## src/rtl/uart_rx_param_pkg.sv

```systemverilog
// Shared types, constants and helpers for the parametrised UART receiver.
package uart_rx_param_pkg;

    typedef enum logic [2:0] {
        S_IDLE   = 3'd0,
        S_START  = 3'd1,
        S_DATA   = 3'd2,
        S_PARITY = 3'd3,
        S_STOP   = 3'd4,
        S_BREAK  = 3'd5
    } state_t;

    localparam logic PAR_EVEN = 1'b0;
    localparam logic PAR_ODD  = 1'b1;

    // Ceiling log2, usable in constant expressions.
    function automatic int unsigned clog2(input int unsigned v);
        int unsigned r;
        r = 0;
        for (int unsigned i = 0; i < 32; i++) begin
            if ((64'd1 << i) < 64'(v)) r = i + 1;
        end
        return r;
    endfunction

    // 2-of-3 majority.
    function automatic logic maj3(input logic [2:0] h);
        return (h[0] & h[1]) | (h[0] & h[2]) | (h[1] & h[2]);
    endfunction

endpackage

```

## src/rtl/uart_rx_sampler.sv

```systemverilog
// Input conditioning: 2-flop synchroniser plus 3-tap majority filter on oversample ticks.
module uart_rx_sampler
    import uart_rx_param_pkg::*;
(
    input  logic clk,
    input  logic rst,
    input  logic clken_os,
    input  logic rxd,
    output logic rxd_s,
    output logic vote
);

    logic       sync1;
    logic [2:0] hist;

    // Synchroniser runs every clock; resets to the idle level.
    always_ff @(posedge clk) begin
        if (rst) begin
            sync1 <= 1'b1;
            rxd_s <= 1'b1;
        end else begin
            sync1 <= rxd;
            rxd_s <= sync1;
        end
    end

    // History shifts on ticks; vote is registered alongside so it always equals maj3(hist).
    always_ff @(posedge clk) begin
        if (rst) begin
            hist <= 3'b111;
            vote <= 1'b1;
        end else if (clken_os) begin
            hist <= {hist[1:0], rxd_s};
            vote <= maj3({hist[1:0], rxd_s});
        end
    end

endmodule

```

## src/rtl/uart_rx_param.sv

```systemverilog
// Parametrised UART receiver: configurable data/parity/stop format, majority sampling, error and break handling.
module uart_rx_param
    import uart_rx_param_pkg::*;
#(
    parameter int unsigned DATA_BITS  = 8,
    parameter int unsigned OVERSAMPLE = 16,
    parameter int unsigned PARITY_EN  = 0,
    parameter int unsigned PARITY_ODD = 0,
    parameter int unsigned STOP_BITS  = 1
) (
    input  logic                 clk,
    input  logic                 rst,
    input  logic                 clken_os,
    input  logic                 rxd,
    output logic [DATA_BITS-1:0] rxd_data,
    output logic                 rxd_flag,
    output logic                 parity_err,
    output logic                 frame_err,
    output logic                 busy
);

    localparam int unsigned   CW        = clog2(OVERSAMPLE);
    localparam logic [CW-1:0] D_PT      = CW'(OVERSAMPLE / 2);
    localparam logic [CW-1:0] T_PT      = CW'(OVERSAMPLE - 1);
    localparam logic [3:0]    LAST_BIT  = 4'(DATA_BITS - 1);
    localparam logic          LAST_STOP = 1'(STOP_BITS - 1);
    localparam logic          PAR_SENSE = (PARITY_ODD != 0) ? PAR_ODD : PAR_EVEN;

    logic rxd_s;
    logic vote;

    state_t               state_q, state_d;
    logic [CW-1:0]        smp_q, smp_d;
    logic [3:0]           bit_q, bit_d;
    logic                 stop_q, stop_d;
    logic [DATA_BITS-1:0] shift_q, shift_d;
    logic                 perr_q, perr_d;
    logic                 ferr_q, ferr_d;
    logic [DATA_BITS-1:0] data_d;
    logic                 flag_d, pe_d, fe_d, busy_d;
    logic                 at_d, at_t;

    uart_rx_sampler u_sampler (
        .clk      (clk),
        .rst      (rst),
        .clken_os (clken_os),
        .rxd      (rxd),
        .rxd_s    (rxd_s),
        .vote     (vote)
    );

    assign at_d = clken_os && (smp_q == D_PT);
    assign at_t = clken_os && (smp_q == T_PT);

    // State and datapath registers.
    always_ff @(posedge clk) begin
        if (rst) begin
            state_q    <= S_IDLE;
            smp_q      <= '0;
            bit_q      <= '0;
            stop_q     <= 1'b0;
            shift_q    <= '0;
            perr_q     <= 1'b0;
            ferr_q     <= 1'b0;
            rxd_data   <= '0;
            rxd_flag   <= 1'b0;
            parity_err <= 1'b0;
            frame_err  <= 1'b0;
            busy       <= 1'b0;
        end else begin
            state_q    <= state_d;
            smp_q      <= smp_d;
            bit_q      <= bit_d;
            stop_q     <= stop_d;
            shift_q    <= shift_d;
            perr_q     <= perr_d;
            ferr_q     <= ferr_d;
            rxd_data   <= data_d;
            rxd_flag   <= flag_d;
            parity_err <= pe_d;
            frame_err  <= fe_d;
            busy       <= busy_d;
        end
    end

    // Frame sequencing: next state, counters, sample capture and flag generation.
    always_comb begin
        state_d = state_q;
        smp_d   = smp_q;
        bit_d   = bit_q;
        stop_d  = stop_q;
        shift_d = shift_q;
        perr_d  = perr_q;
        ferr_d  = ferr_q;
        data_d  = rxd_data;
        flag_d  = 1'b0;
        pe_d    = 1'b0;
        fe_d    = 1'b0;

        if (clken_os && state_q != S_IDLE && state_q != S_BREAK) begin
            smp_d = at_t ? '0 : smp_q + CW'(1);
        end

        case (state_q)
            S_IDLE: begin
                // A tick coinciding with the start edge is dropped: count restarts at 0.
                smp_d  = '0;
                bit_d  = '0;
                stop_d = 1'b0;
                if (!rxd_s) begin
                    state_d = S_START;
                    perr_d  = 1'b0;
                    ferr_d  = 1'b0;
                end
            end
            S_START: begin
                if (at_d && vote) begin
                    state_d = S_IDLE;
                    smp_d   = '0;
                end else if (at_t) begin
                    state_d = S_DATA;
                end
            end
            S_DATA: begin
                if (at_d) begin
                    for (int i = 0; i < int'(DATA_BITS); i++) begin
                        if (bit_q == 4'(i)) shift_d[i] = vote;
                    end
                end
                if (at_t) begin
                    if (bit_q == LAST_BIT) begin
                        bit_d   = '0;
                        state_d = (PARITY_EN != 0) ? S_PARITY : S_STOP;
                    end else begin
                        bit_d = bit_q + 4'd1;
                    end
                end
            end
            S_PARITY: begin
                if (at_d) perr_d = vote ^ (^shift_q) ^ PAR_SENSE;
                if (at_t) state_d = S_STOP;
            end
            S_STOP: begin
                if (at_d) begin
                    ferr_d = ferr_q | ~vote;
                    // Final stop bit completes at mid-bit so the next start edge is not missed.
                    if (stop_q == LAST_STOP) begin
                        data_d  = shift_q;
                        flag_d  = 1'b1;
                        pe_d    = perr_q;
                        fe_d    = ferr_q | ~vote;
                        state_d = vote ? S_IDLE : S_BREAK;
                    end
                end
                if (at_t) stop_d = stop_q + 1'b1;
            end
            S_BREAK: begin
                smp_d = '0;
                if (rxd_s) state_d = S_IDLE;
            end
            default: state_d = S_IDLE;
        endcase

        busy_d = (state_d != S_IDLE);
    end

endmodule

```

## config.mk

```make
export PLATFORM = sky130hd
export DESIGN_NAME = uart_rx_param
export DESIGN_NICKNAME = d
export VERILOG_FILES = /design/src/rtl/uart_rx_param_pkg.sv /design/src/rtl/uart_rx_sampler.sv /design/src/rtl/uart_rx_param.sv
export SDC_FILE = /design/constraint.sdc
export NUM_CORES = 1
export LEC_CHECK = 0
export BUFFER_PORTS_ARGS = -buffer_cell sky130_fd_sc_hd__buf_2
export CAP_MARGIN = 0
export CORE_ASPECT_RATIO = 0.7
export CORE_MARGIN = 4
export CORE_UTILIZATION = 57
export DETAILED_ROUTE_END_ITERATION = 12
export PLACE_DENSITY = 0.76
export SKIP_LAST_GASP = 1
export SYNTH_ARGS = -nofsm -noshare
export SYNTH_HDL_FRONTEND = slang
export SYNTH_SLANG_ARGS = --single-unit
export TNS_END_PERCENT = 100
```

## constraint.sdc

```tcl
create_clock -name clk -period 2.2 [get_ports clk]
set_clock_uncertainty 0.05 [all_clocks]
set_input_delay 0.44 -clock clk [delete_from_list [all_inputs] [get_ports clk]]
set_output_delay 0.44 -clock clk [all_outputs]
set_load 0.05 [all_outputs]
```

# --- After elaboration in Yosys (flattened, before gate mapping) ---
# Index checks and enable logic that the tools add are counted.
word_totals:
  regBits: 39
  input_bits: 4
  out_inout_bits: 12
  wordCells: 112
classes:
  add_sub_neg: 3
  eq_ne: 20
  muxes: 26
  bitwise_logic: 11
  reduce_logical: 29
ops:
  columns: ["operator", "count"]
  rows:
  - ["AND reduction 3 bit", 11]
  - ["two-way mux 3 bit", 10]
  - ["two-way mux 4 bit", 5]
  - ["case mux 3 bit (6 select lines)", 1]
  - ["== test 4 x 3 -> 1 bit (second input constant)", 4]
  - ["case mux 4 bit (2 select lines)", 2]
  - ["inequality test 2 bit (second input constant)", 5]
  - ["adder 4 x 1 -> 4 bit (second input constant)", 2]
  - ["== test 4 x 2 -> 1 bit (second input constant)", 2]
  - ["== test 4 bit (second input constant)", 2]
  - ["XOR reduction 8 bit", 1]
  - ["== test 3 x 2 -> 1 bit (second input constant)", 2]
  - ["== test 3 bit (second input constant)", 2]
  - ["case mux 1 bit (2 select lines)", 3]
  - ["nonzero test 2 bit", 3]
  - ["nonzero test 3 bit", 2]
  - ["logical AND 1 bit", 5]
  - ["two-way mux 1 bit", 5]
  - ["== test 4 x 1 -> 1 bit (second input constant)", 1]
  - ["logical NOT 4 bit", 1]
  - ["NOT 1 bit", 4]
  - ["AND reduction 2 bit", 2]
  - ["OR reduction 4 bit", 1]
  - ["AND 1 bit", 3]
  - ["8 further kinds", 10]

# --- Logic depth before layout (Yosys ltp) ---
# Gate-level depths: netlist (run 1).
logic_depth:
  depth_word: 6
  ltp_mapped: 8
  ltp_nobuf: 6

# --- Modules after synthesis ---
# A second synthesis (run 1) with hierarchy kept.
unflattened:
  hier_cells: 198
  hier_area_um2: 1874.3
by_module_without_submodules:
  columns: ["module", "instances", "cells_each", "area_each_um2", "seq_area_each_um2"]
  rows:
  - ["uart_rx_param", 1, 184, 1704.1, 680.7]
  - ["uart_rx_sampler", 1, 14, 170.2, 100.1]

# --- Worst setup path before layout (run 1) ---
# Ideal clock, no wire load.
synth_path:
  path_type: "reg2reg"
  from: "register smp_q[0]"
  to: "register shift_q[4]"
  setup_time_ns: 0.128
  arrival_time_ns: 1.436
  required_time_ns: 2.022
  path_slack_ns: 0.587
  path_stages_with_launch: 9
  n_path_buf: 2
  synth_period_minus_slack_ns: 1.613
  path_cell_list: "dfxtp_1 > inv_1 > ha_1 > and4b_1 > buf_2 > buf_4 > nand4_1 > mux2i_1 > nor2_1"
synth_between:
  elab_chain_cells: 3
synth_rtl:
  columns: ["element", "line_no", "source"]
  rows:
  - ["start: declaration", "uart_rx_param.sv:33", "logic [CW-1:0] smp_q, smp_d;"]
  - ["start signal: assignment", "uart_rx_param.sv:72", "smp_q <= smp_d;"]
  - ["== test 4 bit", "uart_rx_param.sv:52", "assign at_d = clken_os && (smp_q == D_PT);"]
  - ["logical AND 1 bit", "uart_rx_param.sv:52", null]
  - ["AND reduction 3 bit (no line)", null, null]
  - ["end signal: assignment", "uart_rx_param.sv:75", "shift_q <= shift_d;"]
  - ["end: declaration", "uart_rx_param.sv:36", "logic [DATA_BITS-1:0] shift_q, shift_d;"]
# Every way passes these cells.
# A chain may end at the register's enable or synchronous reset.

# --- Worst setup path after layout (run 1) ---
layout_path:
  from: "register smp_q[0]"
  to: "register busy"
layout_between:
  elab_chain_cells: 6
  word_cells_on_any_way: 12
  classes_between: "2 x eq/ne; 6 x mux; 4 x reduce/logical"
layout_rtl:
  columns: ["element", "line_no", "source"]
  rows:
  - ["== test 4 bit (on tied branches)", "uart_rx_param.sv:53, uart_rx_param.sv:52", null]
  - ["logical AND 1 bit (on tied branches)", "uart_rx_param.sv:53, uart_rx_param.sv:52", null]
  - ["two-way mux 3 bit / logical AND 1 bit (equally long branches)", "uart_rx_param.sv:120, uart_rx_param.sv:117", null]
  - ["two-way mux 3 bit", "uart_rx_param.sv:117", "if (at_d && vote) begin"]
  - ["case mux 3 bit (6 select lines) *", "uart_rx_param.sv:104", "case (state_q)"]
  - ["nonzero test 3 bit *", "uart_rx_param.sv:164", "busy_d = (state_d != S_IDLE);"]
  - ["end signal: assignment", "uart_rx_param.sv:82", "busy <= busy_d;"]
  - ["end: declaration", "uart_rx_param.sv:19", "output logic busy"]
# Every way passes the cells marked *; elsewhere a longest branch is shown, timed or not.

==> report_table.html, run 1 <==
<table>
<tr><th>Metric</th><th>Value</th></tr>
<tr><th colspan="2">Outcome</th></tr>
<tr><td>Status</td><td>finished clean</td></tr>
<tr><th colspan="2">CTS</th></tr>
<tr><td>H-tree depth</td><td>2</td></tr>
<tr><td>Clock net sink count</td><td>39</td></tr>
<tr><td>Clock Pin Slew Worst Setup and Hold Paths</td><td>0.08 ns</td></tr>
<tr><td>Number of buffers between clock root and the deepest sink</td><td>2</td></tr>
<tr><td>Root buffer selected by CTS</td><td>sky130_fd_sc_hd__clkbuf_8</td></tr>
<tr><td>TritonCTS clock tree</td><td>built</td></tr>
<tr><td>Buffers inserted during post-CTS setup optimization</td><td>0</td></tr>
<tr><td>Latest clock arrival within the worst-skew pair</td><td>0.30 ns</td></tr>
<tr><td>Clock buffer count from CTS</td><td>5</td></tr>
<tr><td>Number of buffers inserted for hold repair after clock tree synthesis</td><td>0</td></tr>
<tr><td>Number of gates resized after cts</td><td>0</td></tr>
<tr><th colspan="2">Die</th></tr>
<tr><td>Number of rows created at floorplan</td><td>17</td></tr>
<tr><td>Count of pins on the block boundary</td><td>16</td></tr>
<tr><td>Core footprint</td><td>3210 µm²</td></tr>
<tr><td>Horizontal extent of the die</td><td>78.0 µm</td></tr>
<tr><td>Die height</td><td>57.0 µm</td></tr>
<tr><td>Initial core utilization</td><td>60.8%</td></tr>
<tr><td>Total die area</td><td>4440 µm²</td></tr>
<tr><th colspan="2">Synth</th></tr>
<tr><td>Post-synth top area cell</td><td>sky130_fd_sc_hd__dfxtp_1</td></tr>
<tr><td>Cell with the most instances after synthesis</td><td>sky130_fd_sc_hd__dfxtp_1</td></tr>
<tr><td>Ys async rst share</td><td>0%</td></tr>
<tr><td>Post-synth EDFFs</td><td>0</td></tr>
<tr><td>Area share of the largest cell type after synthesis</td><td>39.9%</td></tr>
<tr><td>Synth warnings</td><td>0</td></tr>
<tr><td>Cell area after synthesis</td><td>1950 µm²</td></tr>
<tr><td>Largest cells by area after synthesis</td><td>sky130_fd_sc_hd__dfxtp_1, sky130_fd_sc_hd__mux2i_1, sky130_fd_sc_hd__a21oi_1</td></tr>
<tr><td>Most common flop cell mapped by yosys</td><td>sky130_fd_sc_hd__dfxtp_1</td></tr>
<tr><td>Ranking of synthesized cells by instance count</td><td>sky130_fd_sc_hd__dfxtp_1, sky130_fd_sc_hd__a21oi_1, sky130_fd_sc_hd__nor2_1</td></tr>
<tr><td>Total nets after synthesis</td><td>225</td></tr>
<tr><td>Mean Syn Cell Area</td><td>9.09 µm²</td></tr>
<tr><td>Seq cells post-synth</td><td>39</td></tr>
<tr><td>Number of library cell types mapped by synthesis</td><td>51</td></tr>
<tr><td>Portion of the post-synthesis area used by sequential elements</td><td>39.9%</td></tr>
<tr><td>Synthesized netlist cell count</td><td>215</td></tr>
<tr><th colspan="2">Worst setup path</th></tr>
<tr><td>Combined buffer and inverter count along the critical path</td><td>1</td></tr>
<tr><td>Worst Setup End Kind</td><td>flop</td></tr>
<tr><td>Worst Path Required</td><td>2.37 ns</td></tr>
<tr><td>CP max-delay cell</td><td>sky130_fd_sc_hd__a311o_2</td></tr>
<tr><td>Largest delay share family, worst path</td><td>compound AO/OA/AOI/OAI gates</td></tr>
<tr><td>CP Cell Sequence</td><td>inv_1 &gt; ha_1 &gt; and4b_1 &gt; a311o_2 &gt; o311a_1 &gt; a31oi_1</td></tr>
<tr><td>Crit path arrival time</td><td>2.05 ns</td></tr>
<tr><td>Worst-path maximum fanout</td><td>12</td></tr>
<tr><td>Nature of the critical path startpoint</td><td>flop</td></tr>
<tr><td>Type of the worst setup path</td><td>flop to flop</td></tr>
<tr><td>Worst path max stage delay</td><td>0.44 ns</td></tr>
<tr><th colspan="2">Route</th></tr>
<tr><td>Vias per cell</td><td>6.03</td></tr>
<tr><td>Residual DRC count</td><td>0</td></tr>
<tr><td>Detailed Route Iter0 Violations</td><td>104</td></tr>
<tr><td>Average wire per standard cell</td><td>15.5 µm</td></tr>
<tr><td>Sum of routed wire length over all layers</td><td>4.27 mm</td></tr>
<tr><td>Via count of the routed design</td><td>1663</td></tr>
<tr><td>Antenna-violating nets left</td><td>0</td></tr>
<tr><td>Pre-antenna DRT Iters</td><td>4</td></tr>
<tr><th colspan="2">Timing</th></tr>
<tr><td>Shortest clock period the worst path allows after layout</td><td>1.88 ns</td></tr>
<tr><td>Highest achievable clock rate</td><td>533 MHz</td></tr>
<tr><td>Total negative slack</td><td>0 ns</td></tr>
<tr><td>Setup Viol. Count Final</td><td>0</td></tr>
<tr><td>Worst-margin pin slew</td><td>0.582 ns</td></tr>
<tr><td>Number of hold-slack violations in the final timing report</td><td>0</td></tr>
<tr><td>Max Transition Viols Final</td><td>0</td></tr>
<tr><td>Final Cycle Share</td><td>85.4%</td></tr>
<tr><td>Final WS setup</td><td>0.322 ns</td></tr>
<tr><td>Relative max-transition margin</td><td>61.2%</td></tr>
<tr><td>Unrepaired setup endpoints after global routing</td><td>no</td></tr>
<tr><th colspan="2">Final layout</th></tr>
<tr><td>Post-Route Utilization</td><td>67.3%</td></tr>
<tr><td>Synthesis-to-finish area growth</td><td>10.6%</td></tr>
<tr><td>Post-layout nets</td><td>238</td></tr>
<tr><td>Count of antenna diodes in the layout</td><td>0</td></tr>
<tr><td>Ratio of cells with drive above 1 in the final layout</td><td>17.9%</td></tr>
<tr><th colspan="2">Pwr</th></tr>
<tr><td>Power per cell area</td><td>703 nW/µm²</td></tr>
<tr><td>Static leakage</td><td>0.897 nW</td></tr>
<tr><td>Power after layout</td><td>1.52 mW</td></tr>
<tr><td>Peak ir drop on the vdd network</td><td>0.463 mV</td></tr>
<tr><th colspan="2">Global route</th></tr>
<tr><td>Largest net degree at the start of global routing</td><td>32</td></tr>
<tr><td>Gr usage total</td><td>20.5%</td></tr>
<tr><td>Number of global-route vias before repair</td><td>1541</td></tr>
<tr><td>Antenna violations before repair</td><td>0</td></tr>
<tr><td>Wire length of the first global-routing pass</td><td>7.09 mm</td></tr>
<tr><td>GRT overflow</td><td>0</td></tr>
<tr><th colspan="2">Job</th></tr>
<tr><td>Max-capacitance violation count</td><td>0</td></tr>
<tr><th colspan="2">Placement</th></tr>
<tr><td>DP HPWL</td><td>3.12 mm</td></tr>
<tr><td>IO buf count</td><td>15</td></tr>
<tr><td>Routability-driven placement congestion ratio</td><td>0.829</td></tr>
<tr><td>Minimum setup slack after placement</td><td>0.241 ns</td></tr>
<tr><th colspan="2">Worst hold path</th></tr>
<tr><td>Hold Crit Class</td><td>input pin to flop</td></tr>
</table>
-- layout make-up --
class,count,area (µm²)
well taps,47,58.8
multi-input cells,152,1040
flip-flops and latches,39,781
inverters,10,37.5
clock buffers,5,68.8
fillers,248,1050
repair buffers,20,113
clock inverters,3,67.6
-- per-stage QoR --
| step | instance area, µm² | hold slack [ns] | instances |
|---|---|---|---|
| 2_1_floorplan | 1950 | 0.339 | 215 |
| 3_3_place_gp | 2030 | 0.350 | 268 |
| 3_5_place_dp | 2030 | 0.346 | 268 |
| 4_1_cts | 2160 | 0.284 | 276 |
| 5_1_grt | 2160 | 0.293 | 276 |
| 6_report | 2160 | 0.285 | 276 |
-- layout by cell type, fill, tap and decap left out, drive strengths merged, types with 6 or more instances in the layout --
| cell type | n |
|---|---|
| a21oi | 19 |
| buf | 20 |
| dfxtp | 39 |
| ha | 6 |
| inv | 10 |
| mux2i | 11 |
| nand2 | 16 |
| nand3 | 15 |
| nand4 | 7 |
| nor2 | 19 |
| o21ai | 7 |
-- logic make-up after synthesis --
logic type / share of synthesized area (%)
muxes: 5.63
buffers and inverters: 7.04
and+or+nand+nor: 24.8
xor gates and xnor gates: 4.29
DFF: 39.9
AOI/OAI and AO/OA: 14.4
adders and majority gates: 3.84
-- final timing paths --
check,from,to,slack [ns],depth (start not counted)
max,smp_q[0],busy,0.32,6
min reg2reg,u_sampler.sync1,u_sampler.rxd_s,0.37,1
max reg2reg,smp_q[0],busy,0.32,6
min,rxd,u_sampler.sync1,0.28,2
-- layer usage --
| layer | up-vias | global-route usage (%) | routed length [µm] |
|---|---|---|---|
| met5 | - | 0 | 0 |
| li1 | 794 | - | - |
| met3 | 8 | 5.52 | 285 |
| met1 | 809 | 27.4 | 1970 |
| met2 | 52 | 31.5 | 1960 |
| met4 | 0 | 8.73 | 53 |
-- registers in the layout, summed over array words and instances, names as in the netlist --
register,cells
rxd_flag,1
smp_q,4
stop_q,1
u_sampler.rxd_s,1
u_sampler.hist,2
u_sampler.sync1,1
perr_q,1
frame_err,1
busy,1
rxd_data,8
u_sampler.vote,1
state_q,3
bit_q,4
shift_q,8
ferr_q,1
parity_err,1
-- power by group --
| group | total, mW | switching (mW) | leakage [nW] | internal (mW) |
|---|---|---|---|---|
| logic | 0.0909 | 0.0598 | 0.517 | 0.0311 |
| clock network | 0.704 | 0.252 | 0.0644 | 0.452 |
| registers | 0.726 | 0.0122 | 0.315 | 0.713 |
(Power assumes the default switching activity.)
==> run 2, diff against run 1 <==
--- a/config.mk
+++ b/config.mk
@@ -7,11 +7,13 @@
 export LEC_CHECK = 0
 export BUFFER_PORTS_ARGS = -buffer_cell sky130_fd_sc_hd__buf_2
 export CAP_MARGIN = 0
+export CELL_PAD_IN_SITES_DETAIL_PLACEMENT = 0
+export CELL_PAD_IN_SITES_GLOBAL_PLACEMENT = 2
 export CORE_ASPECT_RATIO = 0.7
 export CORE_MARGIN = 4
-export CORE_UTILIZATION = 57
+export CORE_UTILIZATION = 37
 export DETAILED_ROUTE_END_ITERATION = 12
-export PLACE_DENSITY = 0.76
+export PLACE_DENSITY_LB_ADDON = 0.1
 export SKIP_LAST_GASP = 1
 export SYNTH_ARGS = -nofsm -noshare
 export SYNTH_HDL_FRONTEND = slang
==> report_table.html, run 2 (synthesized netlist as in run 1, its figures left out) <==
<table>
<tr><th>Metric</th><th>Value</th></tr>
<tr><th colspan="2">CTS</th></tr>
<tr><td>Number of buffers inserted for hold repair after clock tree synthesis</td><td>0</td></tr>
<tr><td>TritonCTS clock tree</td><td>built</td></tr>
<tr><td>Clock buffer count from CTS</td><td>5</td></tr>
<tr><td>Number of buffers between clock root and the deepest sink</td><td>2</td></tr>
<tr><td>Number of gates resized after cts</td><td>0</td></tr>
<tr><td>Clock net sink count</td><td>39</td></tr>
<tr><td>Clock Pin Slew Worst Setup and Hold Paths</td><td>0.07 ns</td></tr>
<tr><td>Latest clock arrival within the worst-skew pair</td><td>0.29 ns</td></tr>
<tr><td>Buffers inserted during post-CTS setup optimization</td><td>0</td></tr>
<tr><td>Root buffer selected by CTS</td><td>sky130_fd_sc_hd__clkbuf_8</td></tr>
<tr><td>H-tree depth</td><td>2</td></tr>
<tr><th colspan="2">Final layout</th></tr>
<tr><td>Top flop regs</td><td>rxd_data: 8 flops, shift_q: 8 flops</td></tr>
<tr><td>Synthesis-to-finish area growth</td><td>9.41%</td></tr>
<tr><td>Post-layout nets</td><td>238</td></tr>
<tr><td>Ratio of cells with drive above 1 in the final layout</td><td>17.5%</td></tr>
<tr><td>Commonest cells after routing, fill and taps aside</td><td>sky130_fd_sc_hd__dfxtp_1, sky130_fd_sc_hd__nor2_1, sky130_fd_sc_hd__a21oi_1, sky130_fd_sc_hd__nand2_1, sky130_fd_sc_hd__buf_2</td></tr>
<tr><td>Post-Route Utilization</td><td>43.3%</td></tr>
<tr><td>Filler Cell Count</td><td>508</td></tr>
<tr><td>Post-Layout Inst Area</td><td>2140 µm²</td></tr>
<tr><td>Most frequent standard cell in the layout excluding fill and tap cells</td><td>sky130_fd_sc_hd__dfxtp_1</td></tr>
<tr><td>Post-layout instance count excluding filler cells</td><td>298</td></tr>
<tr><td>Count of antenna diodes in the layout</td><td>0</td></tr>
<tr><th colspan="2">Die</th></tr>
<tr><td>Die height</td><td>68.8 µm</td></tr>
<tr><td>Horizontal extent of the die</td><td>94.9 µm</td></tr>
<tr><td>Core footprint</td><td>4940 µm²</td></tr>
<tr><td>Count of pins on the block boundary</td><td>16</td></tr>
<tr><td>Total die area</td><td>6530 µm²</td></tr>
<tr><td>Initial core utilization</td><td>39.6%</td></tr>
<tr><td>Number of rows created at floorplan</td><td>21</td></tr>
<tr><th colspan="2">Pwr</th></tr>
<tr><td>Clock network fraction of design power</td><td>36.6%</td></tr>
<tr><td>Share of power burned in registers</td><td>56.3%</td></tr>
<tr><td>Static leakage</td><td>0.873 nW</td></tr>
<tr><td>Combinational power share</td><td>7.1%</td></tr>
<tr><td>Switching fraction of total power</td><td>24.9%</td></tr>
<tr><td>Sw power</td><td>0.320 mW</td></tr>
<tr><td>Peak ir drop on the vdd network</td><td>0.254 mV</td></tr>
<tr><td>Power per cell area</td><td>602 nW/µm²</td></tr>
<tr><td>Internal power</td><td>0.967 mW</td></tr>
<tr><th colspan="2">Timing</th></tr>
<tr><td>Number of hold-slack violations in the final timing report</td><td>0</td></tr>
<tr><td>Worst-margin pin slew</td><td>0.535 ns</td></tr>
<tr><td>Total negative slack</td><td>0 ns</td></tr>
<tr><td>Final Cycle Share</td><td>86.7%</td></tr>
<tr><td>Max Transition Viols Final</td><td>0</td></tr>
<tr><td>Highest achievable clock rate</td><td>524 MHz</td></tr>
<tr><td>Setup Viol. Count Final</td><td>0</td></tr>
<tr><td>Hold slack final</td><td>0.283 ns</td></tr>
<tr><td>Shortest clock period the worst path allows after layout</td><td>1.91 ns</td></tr>
<tr><td>Relative max-transition margin</td><td>64.3%</td></tr>
<tr><td>Unrepaired setup endpoints after global routing</td><td>no</td></tr>
<tr><th colspan="2">Worst setup path</th></tr>
<tr><td>Type of the worst setup path</td><td>flop to flop</td></tr>
<tr><td>Worst Reg2Reg Path Length in Cells</td><td>6</td></tr>
<tr><td>Worst path max stage delay</td><td>0.45 ns</td></tr>
<tr><td>Worst-path maximum fanout</td><td>13</td></tr>
<tr><td>CP Cell Sequence</td><td>inv_1 &gt; ha_1 &gt; and4b_1 &gt; a311o_2 &gt; o311a_1 &gt; a31oi_1</td></tr>
<tr><td>Worst Path Required</td><td>2.36 ns</td></tr>
<tr><td>Worst Setup End Kind</td><td>flop</td></tr>
<tr><td>CP max-delay cell</td><td>sky130_fd_sc_hd__a311o_2</td></tr>
<tr><td>Crit path arrival time</td><td>2.07 ns</td></tr>
<tr><td>Reg-to-reg slack, setup</td><td>0.29 ns</td></tr>
<tr><td>Nature of the critical path startpoint</td><td>flop</td></tr>
<tr><th colspan="2">Placement</th></tr>
<tr><td>Area post-placement</td><td>2050 µm²</td></tr>
<tr><td>IO buf count</td><td>15</td></tr>
<tr><td>Post-Place Cells</td><td>290</td></tr>
<tr><td>Routability-driven placement congestion ratio</td><td>0.788</td></tr>
<tr><td>DP HPWL</td><td>3.14 mm</td></tr>
<tr><th colspan="2">Route</th></tr>
<tr><td>Vias per cell</td><td>5.29</td></tr>
<tr><td>Sum of routed wire length over all layers</td><td>4.29 mm</td></tr>
<tr><td>Pre-antenna DRT Iters</td><td>4</td></tr>
<tr><td>Residual DRC count</td><td>0</td></tr>
<tr><td>Average wire per standard cell</td><td>14.4 µm</td></tr>
<tr><td>Detailed Route Iter0 Violations</td><td>77</td></tr>
<tr><td>Antenna-violating nets left</td><td>0</td></tr>
<tr><td>Via count of the routed design</td><td>1577</td></tr>
<tr><th colspan="2">Outcome</th></tr>
<tr><td>Status</td><td>finished clean</td></tr>
<tr><th colspan="2">Worst hold path</th></tr>
<tr><td>Cell depth of the worst hold path</td><td>2</td></tr>
<tr><td>Hold Crit Class</td><td>input pin to flop</td></tr>
<tr><th colspan="2">Job</th></tr>
<tr><td>Max-capacitance violation count</td><td>0</td></tr>
<tr><th colspan="2">Global route</th></tr>
<tr><td>Number of global-route vias before repair</td><td>1439</td></tr>
<tr><td>Largest net degree at the start of global routing</td><td>20</td></tr>
<tr><td>GRT overflow</td><td>0</td></tr>
<tr><td>Wire length of the first global-routing pass</td><td>7.36 mm</td></tr>
<tr><td>Antenna violations before repair</td><td>0</td></tr>
<tr><td>Gr usage total</td><td>14.8%</td></tr>
</table>
-- run 2: changes by cell type in the layout (fill, tap and decap cells not counted) --
cell | previous run | this run
sky130_fd_sc_hd__bufinv_16 | 2 | 0
sky130_fd_sc_hd__clkbuf_1 | 0 | 1
sky130_fd_sc_hd__clkinv_2 | 0 | 1
-- run 2: metrics by stage --
stage	setup WS [ns]	power, mW
3_5_place_dp	0.272	0.833
2_1_floorplan	0.587	0.816
5_1_grt	0.110	1.35
6_report	0.292	1.29
4_1_cts	0.277	1.31
3_3_place_gp	0.324	0.832
-- run 2: metal layers --
metal / track usage [%] / routed length, µm / vias to the layer above
met3: 3.58 / 229 / 5
met4: 4.32 / 43 / 0
li1: - / - / 790
met1: 21.5 / 2190 / 742
met2: 21.7 / 1820 / 40
met5: 0 / 0 / -
-- run 2: final timing paths --
kind,start,endpoint
max,smp_q[0],busy
min,rxd,u_sampler.sync1
max reg2reg,smp_q[0],busy
min reg2reg,u_sampler.sync1,u_sampler.rxd_s
-- run 2: layout make-up --
type                       count  area [µm²]  share of cell area [%]
clock inverter                 2        12.5                   0.585
clock buffer                   6        72.6                    3.39
inverter                      10        37.5                    1.76
timing repair buffer          20         113                    5.27
sequential                    39         781                    36.5
tap                           69        86.3                    4.04
multi-input combinational    152        1040                    48.4
-- run 2: power by group through the flow --
stage               combinational, mW  sequential (mW)  clock [mW]
floorplan                      0.0749            0.741           0
global placement               0.0905            0.741           0
detailed placement             0.0916            0.741           0
CTS                            0.0920            0.725       0.495
global route                    0.102            0.727       0.517
finish                         0.0918            0.725       0.471
-- run 2: critical path, delay by kind of cell (launching register included) --
| kind | cells | cell delay (ns) |
|---|---|---|
| and+or+nand+nor | 1 | 0.36 |
| DFF | 1 | 0.39 |
| AOI/OAI and AO/OA | 3 | 0.76 |
| buffers and inverters | 1 | 0.06 |
| adders and majority gates | 1 | 0.21 |
==> run 3, diff against run 2 <==
--- a/config.mk
+++ b/config.mk
@@ -14,7 +14,6 @@
 export CORE_UTILIZATION = 37
 export DETAILED_ROUTE_END_ITERATION = 12
 export PLACE_DENSITY_LB_ADDON = 0.1
-export SKIP_LAST_GASP = 1
 export SYNTH_ARGS = -nofsm -noshare
 export SYNTH_HDL_FRONTEND = slang
 export SYNTH_SLANG_ARGS = --single-unit
==> constraint.sdc (replaced) <==
create_clock -name clk -period 2 [get_ports clk]
set_clock_uncertainty 0.05 [all_clocks]
set_input_delay 0.4 -clock clk [delete_from_list [all_inputs] [get_ports clk]]
set_output_delay 0.4 -clock clk [all_outputs]
set_load 0.05 [all_outputs]
==> report_table.html, run 3 (synthesized netlist as in run 1, its figures left out) <==
<table>
<tr><th>Metric</th><th>Value</th></tr>
<tr><th colspan="2">Outcome</th></tr>
<tr><td>Status</td><td>finished clean</td></tr>
<tr><th colspan="2">Timing</th></tr>
<tr><td>Relative max-transition margin</td><td>65.2%</td></tr>
<tr><td>Highest achievable clock rate</td><td>561 MHz</td></tr>
<tr><td>Total negative slack</td><td>0 ns</td></tr>
<tr><td>Final Cycle Share</td><td>89.1%</td></tr>
<tr><td>Worst-margin pin slew</td><td>0.521 ns</td></tr>
<tr><td>Max Transition Viols Final</td><td>0</td></tr>
<tr><td>Setup Viol. Count Final</td><td>0</td></tr>
<tr><td>Number of hold-slack violations in the final timing report</td><td>0</td></tr>
<tr><td>Unrepaired setup endpoints after global routing</td><td>no</td></tr>
<tr><td>Shortest clock period the worst path allows after layout</td><td>1.78 ns</td></tr>
<tr><th colspan="2">Worst setup path</th></tr>
<tr><td>Nature of the critical path startpoint</td><td>flop</td></tr>
<tr><td>Combined buffer and inverter count along the critical path</td><td>0</td></tr>
<tr><td>CP Cell Sequence</td><td>nor4b_4 &gt; nand2_1 &gt; nor2_2 &gt; and2_1</td></tr>
<tr><td>Worst path max stage delay</td><td>0.65 ns</td></tr>
<tr><td>Largest delay share family, worst path</td><td>simple AND/OR/NAND/NOR gates</td></tr>
<tr><td>Terminus of the critical flop-to-flop path</td><td>parity_err</td></tr>
<tr><td>Type of the worst setup path</td><td>flop to flop</td></tr>
<tr><td>Launch point of the worst reg-to-reg path</td><td>state_q[2]</td></tr>
<tr><td>Worst Setup End Kind</td><td>flop</td></tr>
<tr><td>Worst-path maximum fanout</td><td>14</td></tr>
<tr><td>CP max-delay cell</td><td>sky130_fd_sc_hd__dfxtp_1</td></tr>
<tr><td>Crit path arrival time</td><td>1.97 ns</td></tr>
<tr><td>Reg-to-reg slack, setup</td><td>0.22 ns</td></tr>
<tr><td>Worst Reg2Reg Path Length in Cells</td><td>4</td></tr>
<tr><td>Worst Path Required</td><td>2.18 ns</td></tr>
<tr><th colspan="2">Route</th></tr>
<tr><td>Average wire per standard cell</td><td>14.8 µm</td></tr>
<tr><td>Pre-antenna DRT Iters</td><td>4</td></tr>
<tr><td>Sum of routed wire length over all layers</td><td>4.45 mm</td></tr>
<tr><td>Antenna-violating nets left</td><td>0</td></tr>
<tr><td>Via count of the routed design</td><td>1540</td></tr>
<tr><td>Detailed Route Iter0 Violations</td><td>145</td></tr>
<tr><td>Residual DRC count</td><td>0</td></tr>
<tr><td>Vias per cell</td><td>5.13</td></tr>
<tr><th colspan="2">Final layout</th></tr>
<tr><td>Commonest cells after routing, fill and taps aside</td><td>sky130_fd_sc_hd__dfxtp_1, sky130_fd_sc_hd__nor2_1, sky130_fd_sc_hd__a21oi_1, sky130_fd_sc_hd__nand2_1, sky130_fd_sc_hd__buf_2</td></tr>
<tr><td>Top flop regs</td><td>rxd_data: 8 flops, shift_q: 8 flops</td></tr>
<tr><td>Filler Cell Count</td><td>508</td></tr>
<tr><td>Post-Route Utilization</td><td>43.8%</td></tr>
<tr><td>Sequential cell area</td><td>781 µm²</td></tr>
<tr><td>Post-layout nets</td><td>240</td></tr>
<tr><td>Count of antenna diodes in the layout</td><td>0</td></tr>
<tr><td>Post-Layout Inst Area</td><td>2160 µm²</td></tr>
<tr><td>Synthesis-to-finish area growth</td><td>10.6%</td></tr>
<tr><td>Most frequent standard cell in the layout excluding fill and tap cells</td><td>sky130_fd_sc_hd__dfxtp_1</td></tr>
<tr><td>Ratio of cells with drive above 1 in the final layout</td><td>18.2%</td></tr>
<tr><td>Multi-input logic area</td><td>1040 µm²</td></tr>
<tr><th colspan="2">Pwr</th></tr>
<tr><td>Power per cell area</td><td>659 nW/µm²</td></tr>
<tr><td>Power after layout</td><td>1.43 mW</td></tr>
<tr><td>Clock network fraction of design power</td><td>36.7%</td></tr>
<tr><td>Internal power</td><td>1.07 mW</td></tr>
<tr><td>Peak ir drop on the vdd network</td><td>0.289 mV</td></tr>
<tr><td>Switching fraction of total power</td><td>25.3%</td></tr>
<tr><td>Static leakage</td><td>0.884 nW</td></tr>
<tr><td>Combinational power share</td><td>7.4%</td></tr>
<tr><td>Share of power burned in registers</td><td>56.0%</td></tr>
<tr><td>Sw power</td><td>0.360 mW</td></tr>
<tr><th colspan="2">Placement</th></tr>
<tr><td>Routability-driven placement congestion ratio</td><td>0.769</td></tr>
<tr><td>IO buf count</td><td>15</td></tr>
<tr><td>Area post-placement</td><td>2070 µm²</td></tr>
<tr><td>DP HPWL</td><td>3.24 mm</td></tr>
<tr><th colspan="2">CTS</th></tr>
<tr><td>Number of buffers inserted for hold repair after clock tree synthesis</td><td>0</td></tr>
<tr><td>Number of gates resized after cts</td><td>0</td></tr>
<tr><td>Latest clock arrival within the worst-skew pair</td><td>0.29 ns</td></tr>
<tr><td>Clock Pin Slew Worst Setup and Hold Paths</td><td>0.08 ns</td></tr>
<tr><td>Clock net sink count</td><td>39</td></tr>
<tr><td>Buffers inserted during post-CTS setup optimization</td><td>0</td></tr>
<tr><td>TritonCTS clock tree</td><td>built</td></tr>
<tr><td>Clock buffer count from CTS</td><td>5</td></tr>
<tr><td>H-tree depth</td><td>2</td></tr>
<tr><td>Root buffer selected by CTS</td><td>sky130_fd_sc_hd__clkbuf_8</td></tr>
<tr><td>Number of buffers between clock root and the deepest sink</td><td>2</td></tr>
<tr><th colspan="2">Global route</th></tr>
<tr><td>Largest net degree at the start of global routing</td><td>17</td></tr>
<tr><td>GRT overflow</td><td>0</td></tr>
<tr><td>Antenna violations before repair</td><td>0</td></tr>
<tr><td>Wire length of the first global-routing pass</td><td>7.55 mm</td></tr>
<tr><td>Gr usage total</td><td>15.3%</td></tr>
<tr><td>Number of global-route vias before repair</td><td>1457</td></tr>
<tr><th colspan="2">Job</th></tr>
<tr><td>Max-capacitance violation count</td><td>0</td></tr>
<tr><th colspan="2">Die</th></tr>
<tr><td>Number of rows created at floorplan</td><td>21</td></tr>
<tr><td>Total die area</td><td>6530 µm²</td></tr>
<tr><td>Horizontal extent of the die</td><td>94.9 µm</td></tr>
<tr><td>Die height</td><td>68.8 µm</td></tr>
<tr><td>Core footprint</td><td>4940 µm²</td></tr>
<tr><td>Initial core utilization</td><td>39.6%</td></tr>
<tr><td>Count of pins on the block boundary</td><td>16</td></tr>
<tr><th colspan="2">Worst hold path</th></tr>
<tr><td>Hold Crit Class</td><td>input pin to flop</td></tr>
<tr><td>Cell depth of the worst hold path</td><td>2</td></tr>
<tr><td>Sink of the worst hold path</td><td>u_sampler.sync1</td></tr>
<tr><td>Hold Startpoint</td><td>rxd</td></tr>
</table>
[run 3: through the flow]
stage	hold WS [ns]	setup slack [ns]	std cells
finish	0.244	0.219	300
global route	0.226	0.0385	300
CTS	0.234	0.150	300
detailed placement	0.361	0.161	292
global placement	0.350	0.296	292
floorplan	0.339	0.387	215
[run 3: power groups by stage]
stage	combinational [mW]	clock, mW	sequential [mW]
6_report	0.105	0.523	0.798
5_1_grt	0.119	0.573	0.799
4_1_cts	0.106	0.546	0.796
3_5_place_dp	0.105	0	0.814
3_3_place_gp	0.103	0	0.814
2_1_floorplan	0.0824	0	0.815
[run 3: layout make-up]
| cell class | instances | share of cell area [%] |
|---|---|---|
| Tap cell | 69 | 3.99 |
| Clock buffer | 6 | 3.36 |
| Clock inverter | 2 | 0.579 |
| Timing Repair Buffer | 22 | 5.90 |
| Inverter | 10 | 1.74 |
| Sequential cell | 39 | 36.1 |
| Multi-Input combinational cell | 152 | 48.3 |
[run 3: routing by layer]
metal | up-vias | global-route usage [%] | share of wire, %
met5 | - | 0 | 0
met4 | 0 | 4.50 | 0.63
met3 | 4 | 4.12 | 5.6
met2 | 33 | 21.2 | 39
met1 | 709 | 22.7 | 55
li1 | 794 | - | -
[run 3: worst max-delay path by stage]
stage                          start          to  depth (start not counted)
final                     state_q[2]  parity_err                          4
after global routing      state_q[2]   frame_err                          4
after CTS                 state_q[2]  parity_err                          4
after detailed placement  state_q[2]  parity_err                          4
after global placement    state_q[2]  parity_err                          4
after floorplan             smp_q[0]  shift_q[4]                          8
